`src/rtl/csi2tx_ahb_resp_mux.sv`:
```
// rtl/csi2tx_ahb_resp_mux.sv - AHB data-phase response mux for three slaves; CSI2TX_AHB_DEFAULT_SLAVE_EN swaps slave 3 for an internal error-returning default slave
module csi2tx_ahb_resp_mux (
  input  logic        hclk,
  input  logic        hresetn,
  input  logic        hsel1,
  input  logic        hsel2,
  input  logic        hsel3,
  input  logic [1:0]  htrans,
  input  logic [31:0] hrdata_s1,
  input  logic [31:0] hrdata_s2,
  input  logic [31:0] hrdata_s3,
  input  logic        hreadyout_s1,
  input  logic        hreadyout_s2,
  input  logic        hreadyout_s3,
  input  logic [1:0]  hresp_s1,
  input  logic [1:0]  hresp_s2,
  input  logic [1:0]  hresp_s3,
  output logic [31:0] hrdata,
  output logic        hready,
  output logic [1:0]  hresp
);

  // One-hot data-phase select codes; 000 means no slave owns the data phase.
  localparam logic [2:0] SEL_NONE = 3'b000;
  localparam logic [2:0] SEL_S1   = 3'b001;
  localparam logic [2:0] SEL_S2   = 3'b010;
  localparam logic [2:0] SEL_S3   = 3'b100;

  localparam logic [1:0] RESP_OKAY  = 2'b00;
  localparam logic [1:0] RESP_ERROR = 2'b01;

  logic [2:0]  sel_q;
  logic [2:0]  sel_d;

  // Response seen on the slave-3 leg: either the external slave or the default slave.
  logic [31:0] s3_rdata;
  logic        s3_ready;
  logic [1:0]  s3_resp;

  // Address-phase priority encode: hsel2 beats hsel1 beats hsel3.
  always_comb begin
    sel_d = SEL_NONE;
    if (hsel2) begin
      sel_d = SEL_S2;
    end else if (hsel1) begin
      sel_d = SEL_S1;
    end else if (hsel3) begin
      sel_d = SEL_S3;
    end
  end

  // Data-phase owner advances only on hready edges; a wait state holds the owner.
  always_ff @(posedge hclk or negedge hresetn) begin
    if (!hresetn) begin
      sel_q <= SEL_NONE;
    end else if (hready) begin
      sel_q <= sel_d;
    end
  end

`ifdef CSI2TX_AHB_DEFAULT_SLAVE_EN
  // Default slave answers every NONSEQ/SEQ with the two-cycle AHB ERROR response.
  localparam logic [1:0] DS_IDLE = 2'b00;
  localparam logic [1:0] DS_ERR1 = 2'b01;
  localparam logic [1:0] DS_ERR2 = 2'b10;

  logic [1:0] ds_state_q;
  logic [1:0] ds_state_d;
  logic       ds_start;

  // The external slave-3 port is dead in this build, and only htrans[1] matters.
  logic unused_s3;
  assign unused_s3 = ^{hrdata_s3, hreadyout_s3, hresp_s3, htrans[0]};

  // IDLE/BUSY transfers still select the default slave but never start an error.
  assign ds_start = hready && (sel_d == SEL_S3) && htrans[1];

  // Next-state logic: a newly accepted active transfer always restarts the error.
  always_comb begin
    ds_state_d = DS_IDLE;
    if (ds_start) begin
      ds_state_d = DS_ERR1;
    end else begin
      case (ds_state_q)
        DS_ERR1: ds_state_d = DS_ERR2;
        DS_ERR2: ds_state_d = DS_IDLE;
        default: ds_state_d = DS_IDLE;
      endcase
    end
  end

  // Default-slave state register.
  always_ff @(posedge hclk or negedge hresetn) begin
    if (!hresetn) begin
      ds_state_q <= DS_IDLE;
    end else begin
      ds_state_q <= ds_state_d;
    end
  end

  // ERR1 stalls with ERROR, ERR2 completes with ERROR, idle is a zero-wait OKAY.
  always_comb begin
    s3_rdata = 32'h0;
    s3_ready = 1'b1;
    s3_resp  = RESP_OKAY;
    case (ds_state_q)
      DS_ERR1: begin
        s3_ready = 1'b0;
        s3_resp  = RESP_ERROR;
      end
      DS_ERR2: begin
        s3_ready = 1'b1;
        s3_resp  = RESP_ERROR;
      end
      default: begin
        s3_ready = 1'b1;
        s3_resp  = RESP_OKAY;
      end
    endcase
  end
`else
  // Without the default slave the transfer type has no effect on routing.
  logic unused_htrans;
  assign unused_htrans = ^htrans;

  // Slave-3 leg is a straight pass-through of the external slave.
  always_comb begin
    s3_rdata = hrdata_s3;
    s3_ready = hreadyout_s3;
    s3_resp  = hresp_s3;
  end
`endif

  // Zero-latency output mux; an unowned data phase reads as a ready OKAY with zero data.
  always_comb begin
    hrdata = 32'h0;
    hready = 1'b1;
    hresp  = RESP_OKAY;
    case (sel_q)
      SEL_S1: begin
        hrdata = hrdata_s1;
        hready = hreadyout_s1;
        hresp  = hresp_s1;
      end
      SEL_S2: begin
        hrdata = hrdata_s2;
        hready = hreadyout_s2;
        hresp  = hresp_s2;
      end
      SEL_S3: begin
        hrdata = s3_rdata;
        hready = s3_ready;
        hresp  = s3_resp;
      end
      default: begin
        hrdata = 32'h0;
        hready = 1'b1;
        hresp  = RESP_OKAY;
      end
    endcase
  end

endmodule

```
`config.mk`:
```
export PLATFORM = sky130hd
export DESIGN_NAME = csi2tx_ahb_resp_mux
export DESIGN_NICKNAME = d
export VERILOG_FILES = /design/src/rtl/csi2tx_ahb_resp_mux.sv
export SDC_FILE = /design/constraint.sdc
export NUM_CORES = 1
export LEC_CHECK = 0
export ABC_AREA = 1
export BUFFER_PORTS_ARGS = -buffer_cell sky130_fd_sc_hd__buf_2
export CAP_MARGIN = 20
export CELL_PAD_IN_SITES_DETAIL_PLACEMENT = 0
export CELL_PAD_IN_SITES_GLOBAL_PLACEMENT = 1
export CORE_AREA = 2 2 94 69
export DETAILED_ROUTE_END_ITERATION = 8
export DIE_AREA = 0 0 96 71
export HOLD_SLACK_MARGIN = 0.05
export PLACE_DENSITY_LB_ADDON = 0.1
export SLEW_MARGIN = 10
export SYNTH_ARGS = -nofsm -noshare
export SYNTH_HDL_FRONTEND = slang
export SYNTH_SLANG_ARGS = --single-unit
```
`constraint.sdc`:
```
create_clock -name hclk -period 3.15 [get_ports hclk]
set_clock_uncertainty 0.2 [all_clocks]
set_input_delay 0.1575 -clock hclk [delete_from_list [all_inputs] [get_ports hclk]]
set_output_delay 0.1575 -clock hclk [all_outputs]
set_load 0.05 [all_outputs]
```
==> metrics.cfg <==
[logic_synthesis]
synth_nets = 291
synthDistinctLibCells = 14
synth_area_per_cell_sq_um = 4.753
synth_top_area_share_pct = 48.97
yosys.area_share.simple_pct = 78.53
ys_seq_elements = 3
synthXorXnorAreaFrac_pct = 0
synth_compound_area_share_pct = 0
yosys-top-cells-area = nand2_1, nand3_1, dfrtp_1
synthAdderAreaFrac_pct = 0
ys_warn_count = 0
synth-seq-area-share_pct = 8.824
syn_inst = 179
synth_mux_area_share_pct = 0
yosys.area.top_type = nand2_1
netlist_area_sq_um = 850.8
synth_top_family_by_area = simple AND/OR/NAND/NOR gates

[route]
route.met3.wl_um = 379
drtIter0Drc = 36
wirelength_um = 4205
via_count = 1575
dr.pass1.iters = 4
via_per_inst = 3.957
route.detailed.drc = 0
top_layer = met4
wl_per_cell_um = 10.57
dr_wl_met2_um = 1967
drtAntennaViolNets = 0
wl_met1_um = 1841

[worst_setup_path]
cp-start-kind = flip-flop
timing.critical_path.required_ns = 2.79
cp_max_fo = 34
ff2ff_path_depth = 6
crit_type = flip-flop to output pin
end_kind = output pin
arrival_ns = 1.81

[timing]
drv_slew = 0
rsz0062_at_grt = no
min_period_ns = 2.169
fmax_mhz = 461.0
fin_tns_setup_ns = 0
hold_ws_ns = 0.06134
relSlewSlack_pct = 58.52
setup_violations = 0
worstMarginPinSlew_ns = 0.6212
fin_crit_sh_pct = 68.87
hold_viol_final = 0

[place]
place_area_sq_mm = 0.001592
dp_hpwl_um = 3296
place.gp.congestion = 0.6721
place.port_buffers = 144

[finish]
top_register = sel_q
area_growth_syn_to_layout_pct = 94.71
finalNetCount = 433
multiInputGateArea_sq_um = 668.1
final_util_pct = 27.72
final_common_cell = buf_2
fin_area_sq_mm = 0.001657
reg.largest.list = sel_q (3)
register_area_sq_um = 75.07
fill_cells = 692
final_cell_mix = buf_2, nand2_1, nand3_1
drive_above_1_share_pct = 48.44
n_antenna_cell = 0
largest_reg_flops = 3

[grt]
grt_max_degree = 35
first_global_vias = 1492
grt_pass1_wl_um = 6389
grt_overflow = 0
antenna_found_initial = 0
grt_use_total_pct = 11.39

[worst_hold_path]
hold_depth = 5
hold_path_class = input port to flip-flop

[clock_network]
cts_num_sinks = 3
postCtsSetupBuffers = 0
htreeDepth = 1
clkTransAtPathRegs_ns = 0.03
cts_tree = built
cts_root_buf = clkbuf_8
tritoncts.num_buffers = 3
clock_path_buffers = 2
clock_latency_ns = 0.21

[power_and_ir_drop]
peakVddDrop_v = 0.0003377
p_leak_uw = 0.001038
p_total_uw = 1866
p_per_area_mw_per_mm2 = 1126

[floorplan]
die_w_um = 96
initial_core_util_pct = 14.24
die_area_sq_mm = 0.006816
std_cell_rows = 24
fp.coreArea_sq_mm = 0.005976
io_pins = 147
die_h_um = 71

[flow_run]
drv_cap = 0

[outcome]
status = finished, final reports clean

[power breakdown]
part	total (uW)	switching, uW	internal (uW)	leakage (uW)
Sequential	76.5	21.5	55.0	0.0000385
Clock	111	24.8	86.3	0.0000228
Combinational	1680	1320	361	0.000977
Total	1870	1360	503	0.00104
[logic make-up (layout without fill, tap and decap cells)]
group / count (synthesis) / after routing
buffers and inverters: 17 / 158
flip-flops: 3 / 3
AND/OR/NAND/NOR: 159 / 159
[area by class of cell]
cell class,instances,share of cell area [%]
flip-flops and latches,3,4.532
multi-input cells,159,40.33
well taps,78,5.891
repair buffers,146,44.71
inverters,8,1.813
clock buffers,4,2.719
[routing by layer]
metal	global-route usage [%]	up-vias
li1	-	844
met1	14.50	649
met3	0.9585	2
met4	2.540	0
met2	20.68	80
met5	0	-
[Yosys cell counts]
master	count
nand2_2	1
dfrtp_1	3
inv_2	4
nor2_2	1
nand3_2	1
buf_2	2
nor2_4	1
buf_6	4
buf_4	3
nand2_1	111
nor2_1	3
nand4_1	1
inv_1	4
nand3_1	40
[critical path, stage by stage (launching register included)]
cell     delay (ns)
dfrtp_1        0.42
nor2_2         0.14
nand2_1        0.08
inv_2          0.46
nand2_1        0.12
nand3_1        0.11
buf_2          0.26
[path summary, 6_finish.rpt]
check                      slack [ns]    endpoint  startpoint
setup / recovery                 0.98  hrdata[11]    sel_q[0]
setup reg to reg                 1.82    sel_q[0]    sel_q[0]
min in group asynchronous        0.07    sel_q[2]     hresetn
max in group asynchronous        2.58    sel_q[0]     hresetn
hold / removal                   0.06    sel_q[2]       hsel3
hold reg to reg                  0.39    sel_q[2]    sel_q[2]
[stage by stage]
step                      std cells  setup slack (ns)
after floorplan                 179             1.509
after CTS                       398            0.9425
after global routing            398            0.7887
after detailed placement        392             1.176
after global placement          392             1.146
final                           398            0.9806
[repair_timing]
| item | CTS | global route |
|---|---|---|
| hold buffers | 2 | 0 |
| resized for setup | 0 | 0 |
| hold endpoints to repair | 6 | 0 |
Note: power is estimated with default switching activity, not from simulation.
